**config.mk**
```make
export PLATFORM = sky130hd
export DESIGN_NAME = struct_logic_pipe
export DESIGN_NICKNAME = d
export VERILOG_FILES = /design/src/rtl/struct_logic_pkg.sv /design/src/rtl/struct_logic_op_unit.sv /design/src/rtl/struct_logic_pipe.sv
export SDC_FILE = /design/constraint.sdc
export NUM_CORES = 1
export LEC_CHECK = 0
export ABC_CLOCK_PERIOD_IN_PS = 1410
export CAP_MARGIN = 20
export CORE_MARGIN = 10
export CORE_UTILIZATION = 39
export CTS_BUF_LIST = sky130_fd_sc_hd__clkbuf_2 sky130_fd_sc_hd__clkbuf_4 sky130_fd_sc_hd__clkbuf_8
export DETAILED_ROUTE_END_ITERATION = 8
export HOLD_SLACK_MARGIN = 0.12
export PLACE_DENSITY = 0.78
export SLEW_MARGIN = 20
export SYNTH_ARGS = -nofsm -noshare
export SYNTH_HDL_FRONTEND = slang
export SYNTH_SLANG_ARGS = --single-unit
```
**constraint.sdc**
```tcl
create_clock -name clk -period 1.41 [get_ports clk]
set_input_delay 0.282 -clock clk [delete_from_list [all_inputs] [get_ports clk]]
set_output_delay 0.282 -clock clk [all_outputs]
set_load 0.02 [all_outputs]
```
**src/rtl/struct_logic_pkg.sv**
```systemverilog
// Shared types for the struct-port bitwise logic pipeline: operand struct,
// opcode enum and the widest supported operand width.
package struct_logic_pkg;

  localparam int PKG_MAX_W = 32;

  typedef enum logic [1:0] {
    OP_XOR  = 2'b00,
    OP_AND  = 2'b01,
    OP_OR   = 2'b10,
    OP_XNOR = 2'b11
  } op_e;

  typedef struct packed {
    logic [PKG_MAX_W-1:0] a_in;
    logic [PKG_MAX_W-1:0] b_in;
    op_e                  op;
  } struct_port_t;

endpackage

```
**src/rtl/struct_logic_op_unit.sv**
```systemverilog
// Combinational WIDTH-bit bitwise evaluator: XOR, AND, OR or XNOR of a and b.
module struct_logic_op_unit
  import struct_logic_pkg::*;
#(
  parameter int WIDTH = 8
) (
  input  logic [WIDTH-1:0] a,
  input  logic [WIDTH-1:0] b,
  input  op_e              op,
  output logic [WIDTH-1:0] y
);

  always_comb begin
    y = '0;
    unique case (op)
      OP_XOR:  y = a ^ b;
      OP_AND:  y = a & b;
      OP_OR:   y = a | b;
      OP_XNOR: y = ~(a ^ b);
      default: y = '0;
    endcase
  end

endmodule

```
**src/rtl/struct_logic_pipe.sv**
```systemverilog
// Two-stage valid/ready bitwise logic pipeline with a wrapping delivered-result
// counter. Define STRUCT_LOGIC_PARITY_EN to add the registered y_parity output.
module struct_logic_pipe
  import struct_logic_pkg::*;
#(
  parameter int WIDTH = 8,
  parameter int CNT_W = 16
) (
  input  logic               clk,
  input  logic               rst,
  input  struct_port_t       i_port,
  input  logic               i_valid,
  output logic               i_ready,
  output logic [WIDTH-1:0]   y_out,
  output logic               o_valid,
  input  logic               o_ready,
`ifdef STRUCT_LOGIC_PARITY_EN
  output logic               y_parity,
`endif
  output logic [CNT_W-1:0]   txn_count
);

  if (WIDTH < 1 || WIDTH > PKG_MAX_W) begin : g_bad_width
    $error("struct_logic_pipe: WIDTH must be within 1..PKG_MAX_W");
  end

  // Handshake rule: a transfer happens on a rising edge where valid && ready;
  // valid may not depend on ready, and i_ready here is combinational from o_ready.
  logic             s1_v_q, s1_v_d;
  logic [WIDTH-1:0] s1_a_q, s1_a_d;
  logic [WIDTH-1:0] s1_b_q, s1_b_d;
  op_e              s1_op_q, s1_op_d;
  logic             s2_v_q, s2_v_d;
  logic [WIDTH-1:0] s2_y_q, s2_y_d;
  logic             s2_p_q, s2_p_d;
  logic [CNT_W-1:0] cnt_q, cnt_d;

  logic             s2_can_accept;
  logic             in_hs;
  logic             out_hs;
  logic [WIDTH-1:0] op_y;

  // Operand bits above WIDTH are dropped on purpose.
  logic unused_port_bits;
  assign unused_port_bits = ^{i_port.a_in, i_port.b_in};

  assign s2_can_accept = !s2_v_q || o_ready;
  assign i_ready       = !s1_v_q || s2_can_accept;
  assign in_hs         = i_valid && i_ready;
  assign out_hs        = s2_v_q && o_ready;

  struct_logic_op_unit #(
    .WIDTH (WIDTH)
  ) u_op_unit (
    .a  (s1_a_q),
    .b  (s1_b_q),
    .op (s1_op_q),
    .y  (op_y)
  );

  always_comb begin
    s1_v_d  = s1_v_q;
    s1_a_d  = s1_a_q;
    s1_b_d  = s1_b_q;
    s1_op_d = s1_op_q;
    s2_v_d  = s2_v_q;
    s2_y_d  = s2_y_q;
    s2_p_d  = s2_p_q;
    cnt_d   = cnt_q;

    // S2 advances whenever it is empty or being drained this cycle.
    if (s2_can_accept) begin
      s2_v_d = s1_v_q;
      if (s1_v_q) begin
        s2_y_d = op_y;
        s2_p_d = ^op_y;
      end
    end

    if (in_hs) begin
      s1_v_d  = 1'b1;
      s1_a_d  = i_port.a_in[WIDTH-1:0];
      s1_b_d  = i_port.b_in[WIDTH-1:0];
      s1_op_d = i_port.op;
    end else if (s1_v_q && s2_can_accept) begin
      s1_v_d = 1'b0;
    end

    if (out_hs) begin
      cnt_d = cnt_q + 1'b1;
    end
  end

  always_ff @(posedge clk) begin
    if (rst) begin
      s1_v_q  <= 1'b0;
      s1_a_q  <= '0;
      s1_b_q  <= '0;
      s1_op_q <= OP_XOR;
      s2_v_q  <= 1'b0;
      s2_y_q  <= '0;
      s2_p_q  <= 1'b0;
      cnt_q   <= '0;
    end else begin
      s1_v_q  <= s1_v_d;
      s1_a_q  <= s1_a_d;
      s1_b_q  <= s1_b_d;
      s1_op_q <= s1_op_d;
      s2_v_q  <= s2_v_d;
      s2_y_q  <= s2_y_d;
      s2_p_q  <= s2_p_d;
      cnt_q   <= cnt_d;
    end
  end

  assign y_out     = s2_y_q;
  assign o_valid   = s2_v_q;
  assign txn_count = cnt_q;

`ifdef STRUCT_LOGIC_PARITY_EN
  assign y_parity = s2_p_q;
`else
  logic unused_parity;
  assign unused_parity = s2_p_q;
`endif

endmodule
```
Word level (Yosys, flattened, before mapping)
Index checks and enable logic that the tools add are counted.

word-level totals
  register bits = 44
  bits in latches = 0
  bits in writable memories = 0
  memory bits (read-only) = 0
  input bits = 70
  output and inout bits = 26
  memories kept = 0

cells by class
  add/sub/neg operators = 1
  multiply operators = 0
  div/mod/pow operators = 0
  $lt $le $gt $ge = 0
  eq/ne operators = 3
  shift-type cells = 0
  mux-type cells = 3
  bitwise operators = 4
  reduce and logical (&&, ||, !) cells = 10

operators by type and width
  operator                                        number
  case mux 8 bit (4 select lines)                 1
  adder 16 x 1 -> 16 bit (second input constant)  1
  AND 8 bit                                       1
  inverter 8 bit                                  1
  OR 8 bit                                        1
  bitwise XOR 8 bit                               1
  == test 2 bit (second input constant)           2
  logical AND 1 bit                               3
  == test 2 x 1 -> 1 bit (second input constant)  1
  logical NOT 1 bit                               2
  logical NOT 2 bit                               1
  logical OR 1 bit                                2
  two-way mux 1 bit                               2
  AND reduction 2 bit                             1
  nonzero test 2 bit                              1

Depth between registers and ports, before layout
Gate-level depths: netlist (run 1).

  depth after elaboration = 5
  depth in mapped cells = 6
  gate-level depth less buffers = 6

By module
Synthesis (run 1) repeated with hierarchy kept, for this count alone.

second synthesis, totals
  cell total of the unflattened synthesis = 273
  area, all modules = 2229.6 µm²

by module, submodules not included
  module                instances  cells an instance  area each (µm²)
  struct_logic_pipe     1          195                1701.6
  struct_logic_op_unit  1          78                 528.0

Worst setup path before layout (run 1)
OpenSTA, ideal clock, no wires.

  path kind = flip-flop to flip-flop
  start point = register s2_v_q (netlist: o_valid)
  end point = register s1_a_q[2]
  arrival time = 1505 ps
  required time = 1339 ps
  slack = -165 ps
  stages on the path, launching flop included = 6
  buffers on the path = 1
  clock period less this slack = 1575 ps
  cell sequence = dfxtp_1 -> nand3b_1 -> nand2_1 -> buf_2 -> nand2_1 -> a21oi_1

between the ends
  cells in the longest elaborated chain, start to end = 4

ends and longest elaborated chain
  element                   RTL line                  RTL
  start: declaration        struct_logic_pipe.sv:33   logic s2_v_q, s2_v_d;
  start signal: assignment  struct_logic_pipe.sv:109  s2_v_q <= s2_v_d;
  logical NOT 1 bit         struct_logic_pipe.sv:47   assign s2_can_accept = !s2_v_q || o_ready;
  logical OR 1 bit          struct_logic_pipe.sv:47
  logical OR 1 bit          struct_logic_pipe.sv:48   assign i_ready = !s1_v_q || s2_can_accept;
  net i_ready               struct_logic_pipe.sv:13   output logic i_ready,
  logical AND 1 bit         struct_logic_pipe.sv:49   assign in_hs = i_valid && i_ready;
  end signal: assignment    struct_logic_pipe.sv:97   s1_a_q <= '0;
  end signal: assignment    struct_logic_pipe.sv:106  s1_a_q <= s1_a_d;
  end: declaration          struct_logic_pipe.sv:30   logic [WIDTH-1:0] s1_a_q, s1_a_d;

The timed path passes the listed nets, and every way through them passes these cells.
A chain may end at the register's enable or synchronous reset.

Final worst setup path (run 1)
  start point = register cnt_q[9] (netlist: txn_count[9])
  end point = output port txn_count[9]

RTL lines
  element                   RTL line                  RTL
  start: declaration        struct_logic_pipe.sv:36   logic [CNT_W-1:0] cnt_q, cnt_d;
  start signal: assignment  struct_logic_pipe.sv:112  cnt_q <= cnt_d;
  end: declaration          struct_logic_pipe.sv:20   output logic [CNT_W-1:0] txn_count

No word-level cell between the ends.

==> results of run 1 <==
==> layout make-up <==
cell class              instances  area [µm²]  area share
repair buffers                 65         598       0.192
well taps                      72        90.1      0.0289
inverters                      21        78.8      0.0253
multi-input cells             195        1320       0.423
flip-flops and latches         44         912       0.293
clock buffers                   6        82.6      0.0265
clock inverters                 2        38.8      0.0124
==> routing by layer <==
metal	vias to the layer above	global-route usage
met5	-	0
met4	0	0.0411
met3	5	0.0283
met2	36	0.199
met1	922	0.133
li1	1025	-
==> what timing repair did <==
item | in CTS | in global routing
setup buffers | 0 | 3
endpoints found under the setup margin | 31 | 23
resized for setup | 33 | 38
hold buffers | 0 | 0
pin swaps | 1 | 14
==> placed cells by master (no fill, tap or decap), types with 15 or more instances in the layout <==
master           count
a21oi_1             33
buf_4               15
clkdlybuf4s50_1     20
dfxtp_1             23
dfxtp_2             19
dlygate4sd2_1       23
ha_1                16
inv_1               21
nand2_1             43
nor2_1              38
==> registers in the layout, summed over array words and instances (netlist names) <==
| name | cells |
|---|---|
| txn_count | 16 |
| y_out | 8 |
| o_valid | 1 |
| s1_v_q | 1 |
| s1_op_q | 2 |
| s1_b_q | 8 |
| s1_a_q | 8 |
==> cells by family (layout without fill, tap and decap cells) <==
group,after synthesis,after routing,share of synthesized area
compound gates,50,50,0.133
buf+inv,35,94,0.0641
fa+ha+maj,17,17,0.0964
mux,5,5,0.0238
flops,44,44,0.399
xor+xnor,13,13,0.0516
simple gates,110,110,0.231
==> power groups by stage <==
stage | clock [µW] | combinational (µW) | sequential [µW]
after global placement | 0 | 392 | 1360
after detailed placement | 0 | 403 | 1370
after CTS | 1050 | 395 | 1340
after floorplan | 0 | 214 | 1380
final | 1030 | 420 | 1340
after global routing | 1100 | 469 | 1350
==> through the flow <==
step,hold slack (ns),util,instance area (µm²),setup TNS [ns],worst slack (ns)
2_1_floorplan,0.418,-,2220,0,0.00550
3_3_place_gp,0.463,0.518,2850,-8.27,-0.366
3_5_place_dp,0.466,0.518,2850,-8.83,-0.392
4_1_cts,0.479,0.540,2970,-0.0308,-0.0308
5_1_grt,0.445,0.566,3120,-0.126,-0.0466
6_report,0.438,0.566,3120,0,0.00249
==> final timing paths <==
check | to | slack [ns] | from
setup / recovery | txn_count[9] | 0.002 | txn_count[9]$_SDFFE_PP0P_
hold / removal | txn_count[1]$_SDFFE_PP0P_ | 0.44 | o_ready
setup reg to reg | txn_count[12]$_SDFFE_PP0P_ | 0.06 | txn_count[9]$_SDFFE_PP0P_
hold reg to reg | s1_b_q[7]$_SDFFE_PP0P_ | 0.47 | s1_b_q[7]$_SDFFE_PP0P_
==> flow_metrics.env, run 1 <==
export IMPL_outcome="complete, no violations"
export IMPL_cts_htree_levels=2
export IMPL_yosysUniqueCellTypes=29
export IMPL_start_kind="register"
export IMPL_finalCritPeriodShare=0.998
export IMPL_worstPathCellList="dlygate4sd2_1"
export IMPL_routed_via_density=4.91
export IMPL_crit_type="reg2out"
export IMPL_p_sw_uw=709
export IMPL_cts_buffers=5
export IMPL_fillers=484
export IMPL_synth_fp_nets=361
export IMPL_grt_pass1_vias=1883
export IMPL_drt_iter0_drc=76
export IMPL_clk_pin_slew_ns=0.09
export IMPL_fin_crit_ns=1.41
export IMPL_wl_met1_um=2320
export IMPL_fmax_mhz=710
export IMPL_async_flop_share=0
export IMPL_reg2reg_depth=5
export IMPL_synth_ff_type="dfxtp_1"
export IMPL_synth_cells=274
export IMPL_cpPeakStageDelay_ns=0.45
export IMPL_ios=96
export IMPL_p_int_uw=2080
export IMPL_clock_root_buffer="clkbuf_8"
export IMPL_die_x_um=95.2
export IMPL_n_antenna_cell=0
export IMPL_die_y_um=95.2
export IMPL_detail_route_antenna_nets=0
export IMPL_finalHoldViolCount=0
export IMPL_port_buffer_count=47
export IMPL_cts_tree="yes"
export IMPL_clk_path_buf_depth=2
export IMPL_synthesis_area_um2=2210
export IMPL_yosys_warnings=0
export IMPL_gp_congestion=0.826
export IMPL_synth_area_top_cells="dfxtp_1, ha_1, a21oi_1, nand2_1, nor2_1"
export IMPL_drive_above_1_share=0.222
export IMPL_start_util=0.401
export IMPL_worstSetupPathDepth=1
export IMPL_layout_nets=419
export IMPL_hp_class="in2reg"
export IMPL_overflow=0
export IMPL_power_leakage_uw=0.00132
export IMPL_ir_drop_mv=0.414
export IMPL_relSlewSlack=0.543
export IMPL_synth_top_cell_area_share=0.399
export IMPL_power_frac_seq=0.481
export IMPL_worst_path_max_delay_cell="dfxtp_1"
export IMPL_clock_power_share=0.369
export IMPL_grt_pass1_wl_um=8440
export IMPL_fin_skew_ns=0.0100
export IMPL_wl_per_cell_um=13.4
export IMPL_synth_largest_area_cell="dfxtp_1"
export IMPL_drv_cap=0
export IMPL_wl_met2_um=2870
export IMPL_crit_buf_inv=1
export IMPL_dpl_hpwl_um=3770
export IMPL_die_area_um2=9060
export IMPL_critPathArrivalTime_ns=1.13
export IMPL_worstSetupEndpointType="output port"
export IMPL_antenna_found_initial=0
export IMPL_worstHoldPathCells=4
export IMPL_swShare=0.255
export IMPL_power_uw=2780
export IMPL_p_per_area_nw_per_um2=893
export IMPL_route_vias_total=1988
export IMPL_rows=27
export IMPL_grt_max_degree=35
export IMPL_finalNonFillerCells=405
export IMPL_wl_met3_um=169
export IMPL_ys_ff_latch=44
export IMPL_dr_pass1_iters=4
export IMPL_placedCellCount=394
export IMPL_clock_sinks=44
export IMPL_p_comb_frac=0.151
export IMPL_setup_viol=0
export IMPL_rsz0062_at_grt="true"
export IMPL_grtUsageTotal=0.114
export IMPL_area_growth_pct=41.3
export IMPL_core_um2=5510
export IMPL_drv_slew=0
export IMPL_yosysSeqAreaShare=0.399
export IMPL_path_max_fanout=4
export IMPL_finalWirelength_um=5430
export IMPL_clock_latency_ns=0.30
export IMPL_maxUsedRoutingLayer="met4"
export IMPL_tightest_slew_ns=0.685
export IMPL_synth_edf_count=0
export IMPL_critical_path_top_delay_family="flip-flops"
export IMPL_drc=0
export IMPL_synth_common_cells="dfxtp_1, nand2_1, nor2_1"
export IMPL_worstPathRequired_ns=1.13
export IMPL_syn_avg_cell_area_um2=8.05
No activity file was read; power rests on OpenSTA's default activity.
==> run 2: changes to the inputs <==
--- a/config.mk
+++ b/config.mk
@@ -12,8 +12,7 @@
 export CTS_BUF_LIST = sky130_fd_sc_hd__clkbuf_2 sky130_fd_sc_hd__clkbuf_4 sky130_fd_sc_hd__clkbuf_8
 export DETAILED_ROUTE_END_ITERATION = 8
 export HOLD_SLACK_MARGIN = 0.12
-export PLACE_DENSITY = 0.78
-export SLEW_MARGIN = 20
+export PLACE_DENSITY = 0.83
 export SYNTH_ARGS = -nofsm -noshare
 export SYNTH_HDL_FRONTEND = slang
 export SYNTH_SLANG_ARGS = --single-unit
==> run 2 against run 1 <==
- clock skew fell by 0.0057 ns
- utilization rose by 0.45 points
- fmax rose by 0.79%
- first-iteration DRC count grew 120%
- critical endpoint is now txn_count[13]$_SDFFE_PP0P_
- final area increased by 0.80%
- largest cell class unchanged
- die area unchanged
- wire length grew 11%
- combinational power rose by 7.4%
- worst hold slack better by 0.030 ns
- flip-flop and latch count unchanged
- critical path type is now reg2reg
- critical path depth up 3
- count of clock-buffer cells in the layout rose by 2
==> flow_metrics.env, run 2 (same netlist as run 1, synthesis figures left out) <==
export IMPL_holdWs_ns=0.469
export IMPL_grt_pass1_wl_um=9000
export IMPL_dpl_hpwl_um=3980
export IMPL_power_leakage_uw=0.00132
export IMPL_ios=96
export IMPL_route_vias_total=2087
export IMPL_reg2reg_depth=4
export IMPL_drive_above_1_share=0.244
export IMPL_r2r_end="txn_count[13]$_SDFFE_PP0P_"
export IMPL_layout_nets=426
export IMPL_critPathArrivalTime_ns=1.58
export IMPL_clock_root_buffer="clkbuf_8"
export IMPL_grt_max_degree=31
export IMPL_worstSetupEndpointType="register"
export IMPL_antenna_found_initial=0
export IMPL_worstPathRequired_ns=1.59
export IMPL_finalHoldViolCount=0
export IMPL_cts_htree_levels=2
export IMPL_overflow=0
export IMPL_area_growth_pct=42.5
export IMPL_path_max_fanout=5
export IMPL_die_area_um2=9060
export IMPL_core_um2=5510
export IMPL_relSlewSlack=0.527
export IMPL_clk_pin_slew_ns=0.08
export IMPL_final_cell_mix="nand2_1, nor2_1, a21oi_1"
export IMPL_n_antenna_cell=0
export IMPL_clk_path_buf_depth=2
export IMPL_die_y_um=95.2
export IMPL_worstHoldPathCells=2
export IMPL_dr_pass1_iters=4
export IMPL_drv_slew=0
export IMPL_detail_route_antenna_nets=0
export IMPL_grtUsageTotal=0.121
export IMPL_setup_viol=0
export IMPL_ir_drop_mv=0.470
export IMPL_fillers=462
export IMPL_cts_buffers=5
export IMPL_outcome="complete, no violations"
export IMPL_start_util=0.401
export IMPL_fin_skew_ns=0.00429
export IMPL_finalCritPeriodShare=0.990
export IMPL_dp_slack_ns=-0.397
export IMPL_clock_sinks=44
export IMPL_gp_congestion=0.835
export IMPL_fmax_mhz=716
export IMPL_die_x_um=95.2
export IMPL_cts_tree="yes"
export IMPL_crit_type="reg2reg"
export IMPL_rr_startpoint="txn_count[6]$_SDFFE_PP0P_"
export IMPL_ff2ff_setup_slack_ns=0.01
export IMPL_fin_tns_setup_ns=0
export IMPL_rows=27
export IMPL_largest_reg_flops=16
export IMPL_port_buffer_count=47
export IMPL_wl_per_cell_um=14.6
export IMPL_finalWirelength_um=6010
export IMPL_fin_crit_ns=1.40
export IMPL_drc=0
export IMPL_hp_class="reg2reg"
export IMPL_drt_iter0_drc=170
export IMPL_tightest_slew_ns=0.709
export IMPL_routed_via_density=5.07
export IMPL_drv_cap=0
export IMPL_clock_latency_ns=0.30
export IMPL_min_from="s1_a_q[4]$_SDFFE_PP0P_"
export IMPL_start_kind="register"
export IMPL_final_common_cell="nand2_1"
export IMPL_grt_pass1_vias=2031
export IMPL_p_per_area_nw_per_um2=845
export IMPL_worst_slack_ns=0.0136
export IMPL_whs_endpoint="s1_a_q[4]$_SDFFE_PP0P_"
==> run 2: layer usage <==
metal	vias to the layer above	routed length, µm	share of wire	GRT usage
li1	1037	-	-	-
met1	967	2320	0.39	0.126
met2	64	3130	0.52	0.222
met3	19	341	0.057	0.0322
met4	0	213	0.035	0.0536
met5	-	0	0	0
==> run 2: stage by stage <==
step / instance area (µm²) / utilization / std cells / power [µW]
6_report: 3140 / 0.571 / 412 / 2660
5_1_grt: 3140 / 0.571 / 412 / 2770
4_1_cts: 2980 / 0.541 / 406 / 2610
3_5_place_dp: 2880 / 0.524 / 398 / 1780
3_3_place_gp: 2880 / 0.524 / 398 / 1760
2_1_floorplan: 2220 / - / 274 / 1590
==> run 2: cell type report <==
type	count	area, µm²	area share
multi-input cells	195	1320	0.419
flip-flops and latches	44	907	0.289
repair buffers	72	652	0.207
inverters	21	78.8	0.0251
clock buffers	8	97.6	0.0311
well taps	72	90.1	0.0287
==> run 2: worst max-delay path by stage <==
stage                              startpoint                    endpoint
finish              txn_count[6]$_SDFFE_PP0P_  txn_count[13]$_SDFFE_PP0P_
CTS                                   o_ready   txn_count[8]$_SDFFE_PP0P_
global route        txn_count[6]$_SDFFE_PP0P_  txn_count[13]$_SDFFE_PP0P_
floorplan           txn_count[6]$_SDFFE_PP0P_  txn_count[15]$_SDFFE_PP0P_
global placement                      o_ready                     i_ready
detailed placement                    o_ready  txn_count[15]$_SDFFE_PP0P_
==> run 2: what timing repair did <==
action,4_1_cts,5_1_grt
pin swaps,5,10
buffers inserted,0,5
endpoints found under the hold margin,0,0
gates resized for setup,36,37
setup endpoints to repair,34,21
hold buffers,0,0
cloned,0,1
==> run 2: power by group <==
group	internal (µW)	switching (µW)	leakage, µW
combinational	215	235	0.000904
clock	439	427	0.0000523
sequential	1300	43.2	0.000368
total	1950	705	0.00132
==> run 2: critical path, cell delays in order (launching register included) <==
cell and delay (ns):
dfxtp_1 0.42, nand4_4 0.16, nor3_1 0.22, nand3_1 0.14
mux2_1 0.34
==> run 3: changes to the inputs <==
--- a/config.mk
+++ b/config.mk
@@ -15,4 +15,5 @@
 export PLACE_DENSITY = 0.83
 export SYNTH_ARGS = -nofsm -noshare
 export SYNTH_HDL_FRONTEND = slang
+export SYNTH_HIERARCHICAL = 1
 export SYNTH_SLANG_ARGS = --single-unit
==> run 3 against run 2 <==
- the flow now finishes with violations (negative setup slack)
- combinational power is 16% lower
- synthesized area is 1.1% higher
- final area is 1.8% lower
- clock skew is 0.0018 ns higher
- largest cell class unchanged
- die area is 0.85% higher
- wire length is 12% lower
- sequential share of layout area is 0.96 points higher
- fmax is 3.3% lower
- largest power group unchanged
- utilization is 1.3 points lower
==> flow_metrics.env, run 3 <==
export IMPL_final_common_cell="nand2_1"
export IMPL_synth_common_cells="nand2_1, dfxtp_1, a21oi_1"
export IMPL_synth_ff_type="dfxtp_1"
export IMPL_finalHoldViolCount=0
export IMPL_crit_type="reg2reg"
export IMPL_async_flop_share=0
export IMPL_worstHoldPathCells=2
export IMPL_synth_most_common_cell="nand2_1"
export IMPL_layout_nets=422
export IMPL_gp_congestion=0.805
export IMPL_swShare=0.259
export IMPL_critPathArrivalTime_ns=1.68
export IMPL_synth_largest_area_cell="dfxtp_1"
export IMPL_power_leakage_uw=0.00134
export IMPL_holdWs_ns=0.474
export IMPL_tightest_slew_ns=0.285
export IMPL_dr_pass1_iters=4
export IMPL_power_uw=2490
export IMPL_cts_htree_levels=2
export IMPL_rr_startpoint="txn_count[6]$_SDFFE_PP0P_"
export IMPL_power_frac_seq=0.525
export IMPL_ff2ff_setup_slack_ns=-0.03
export IMPL_synth_cells=273
export IMPL_wl_per_cell_um=12.9
export IMPL_worstPathRequired_ns=1.65
export IMPL_die_area_um2=9140
export IMPL_clk_pin_slew_ns=0.08
export IMPL_ios=96
export IMPL_route_vias_total=1999
export IMPL_grtUsageTotal=0.117
export IMPL_rows=27
export IMPL_relSlewSlack=0.809
export IMPL_dpl_hpwl_um=3920
export IMPL_largest_reg_flops=16
export IMPL_clock_sinks=44
export IMPL_drv_slew=0
export IMPL_clock_power_share=0.322
export IMPL_clock_latency_ns=0.30
export IMPL_placedInstanceArea_um2=3010
export IMPL_hp_class="reg2reg"
export IMPL_p_per_area_nw_per_um2=805
export IMPL_routed_via_density=4.90
export IMPL_worstSetupEndpointType="register"
export IMPL_core_um2=5540
export IMPL_drt_iter0_drc=96
export IMPL_worst_slack_ns=-0.0335
export IMPL_setup_viol=2
export IMPL_outcome="complete, but fails checks"
export IMPL_detail_route_antenna_nets=0
export IMPL_fin_skew_ns=0.00611
export IMPL_cts_buffers=5
export IMPL_ir_drop_mv=0.338
export IMPL_yosysUniqueCellTypes=35
export IMPL_ys_ff_latch=44
export IMPL_clk_path_buf_depth=2
export IMPL_synthesis_area_um2=2230
export IMPL_yosysSeqAreaShare=0.395
export IMPL_grt_max_degree=45
export IMPL_area_growth_pct=38.5
export IMPL_finalCritPeriodShare=1.02
export IMPL_syn_avg_cell_area_um2=8.17
export IMPL_p_comb_frac=0.153
export IMPL_dp_slack_ns=-0.496
export IMPL_clock_root_buffer="clkbuf_8"
export IMPL_post_cts_buffers=0
export IMPL_reg2reg_depth=4
export IMPL_synth_top_cell_area_share=0.395
export IMPL_fin_crit_ns=1.44
export IMPL_overflow=0
export IMPL_synth_edf_count=0
export IMPL_start_util=0.402
export IMPL_r2r_end="txn_count[15]$_SDFFE_PP0P_"
export IMPL_min_from="s1_b_q[5]$_SDFFE_PP0P_"
export IMPL_die_x_um=95.6
export IMPL_design_area_um2=3090
export IMPL_start_kind="register"
export IMPL_drv_cap=0
export IMPL_fmax_mhz=693
export IMPL_synth_area_top_cells="dfxtp_1, nand2_1, ha_1, a21oi_1, mux2i_1"
export IMPL_violations="negative setup slack"
export IMPL_final_cell_mix="nand2_1, dfxtp_1, dlygate4sd2_1"
export IMPL_n_antenna_cell=0
export IMPL_grt_pass1_vias=1973
export IMPL_antenna_found_initial=0
export IMPL_drive_above_1_share=0.179
export IMPL_port_buffer_count=47
export IMPL_rsz0062_at_grt="true"
export IMPL_p_sw_uw=644
export IMPL_synth_fp_nets=360
export IMPL_yosys_warnings=6
export IMPL_path_max_fanout=6
export IMPL_finalWirelength_um=5260
export IMPL_grt_pass1_wl_um=8580
export IMPL_die_y_um=95.6
export IMPL_cts_hold_buf=0
export IMPL_p_int_uw=1840
export IMPL_startpoint="txn_count[6]$_SDFFE_PP0P_"
export IMPL_cts_tree="yes"
export IMPL_drc=0
export IMPL_whs_endpoint="s1_b_q[5]$_SDFFE_PP0P_"
run 3: timing repair:
item / CTS / global route
pin swaps: 3 / 0
endpoints found under the hold margin: 0 / 0
endpoints found under the setup margin: 33 / 8
resized for setup: 31 / 9
gates cloned: 0 / 0
run 3: stage by stage:
stage | util | setup TNS [ns] | std cells
after floorplan | - | -0.00623 | 273
after global placement | 0.544 | -8.98 | 400
after CTS | 0.556 | -0.0377 | 408
final | 0.557 | -0.0340 | 408
after detailed placement | 0.544 | -10.23 | 400
after global routing | 0.557 | -0.143 | 408
run 3: layout make-up:
class	instances	area [µm²]
tap	72	90.1
clock inverter	1	3.75
inverter	20	75.1
clock buffer	7	83.8
sequential	44	921
fill	513	2450
multi-input combinational	196	1260
timing repair buffer	68	654
run 3: power groups by stage:
stage | clock, µW | combinational, µW | sequential (µW)
after floorplan | 0 | 207 | 1350
after global placement | 0 | 379 | 1330
after detailed placement | 0 | 394 | 1340
after CTS | 819 | 383 | 1310
after global routing | 880 | 426 | 1310
final | 801 | 381 | 1310
run 3: how the worst max path moves through the flow:
stage | cells past startpoint | to
final | 4 | txn_count[15]$_SDFFE_PP0P_
after global routing | 4 | txn_count[15]$_SDFFE_PP0P_
after CTS | 4 | txn_count[15]$_SDFFE_PP0P_
after detailed placement | 5 | txn_count[15]$_SDFFE_PP0P_
after global placement | 3 | i_ready
after floorplan | 4 | txn_count[15]$_SDFFE_PP0P_
run 3: kinds of logic after synthesis:
kind of cell	synth area share
AO/OA/AOI/OAI	0.139
XOR/XNOR	0.0432
buffers and inverters	0.0628
adder cells (fa/ha/maj)	0.0954
multiplexers	0.0359
AND/OR/NAND/NOR	0.228
flip-flops	0.395
run 3: layer usage:
metal | vias to the layer above | share of wire | GRT usage
met5 | - | 0 | 0
met2 | 31 | 0.52 | 0.212
met3 | 10 | 0.045 | 0.0275
li1 | 1023 | - | -
met1 | 935 | 0.41 | 0.118
met4 | 0 | 0.026 | 0.0713
run 3: critical path, stage by stage (launching register included):
cell and delay (ns):
dfxtp_4 0.36, and4_4 0.24, nand4_4 0.12, or4_4 0.52, a21oi_2 0.14
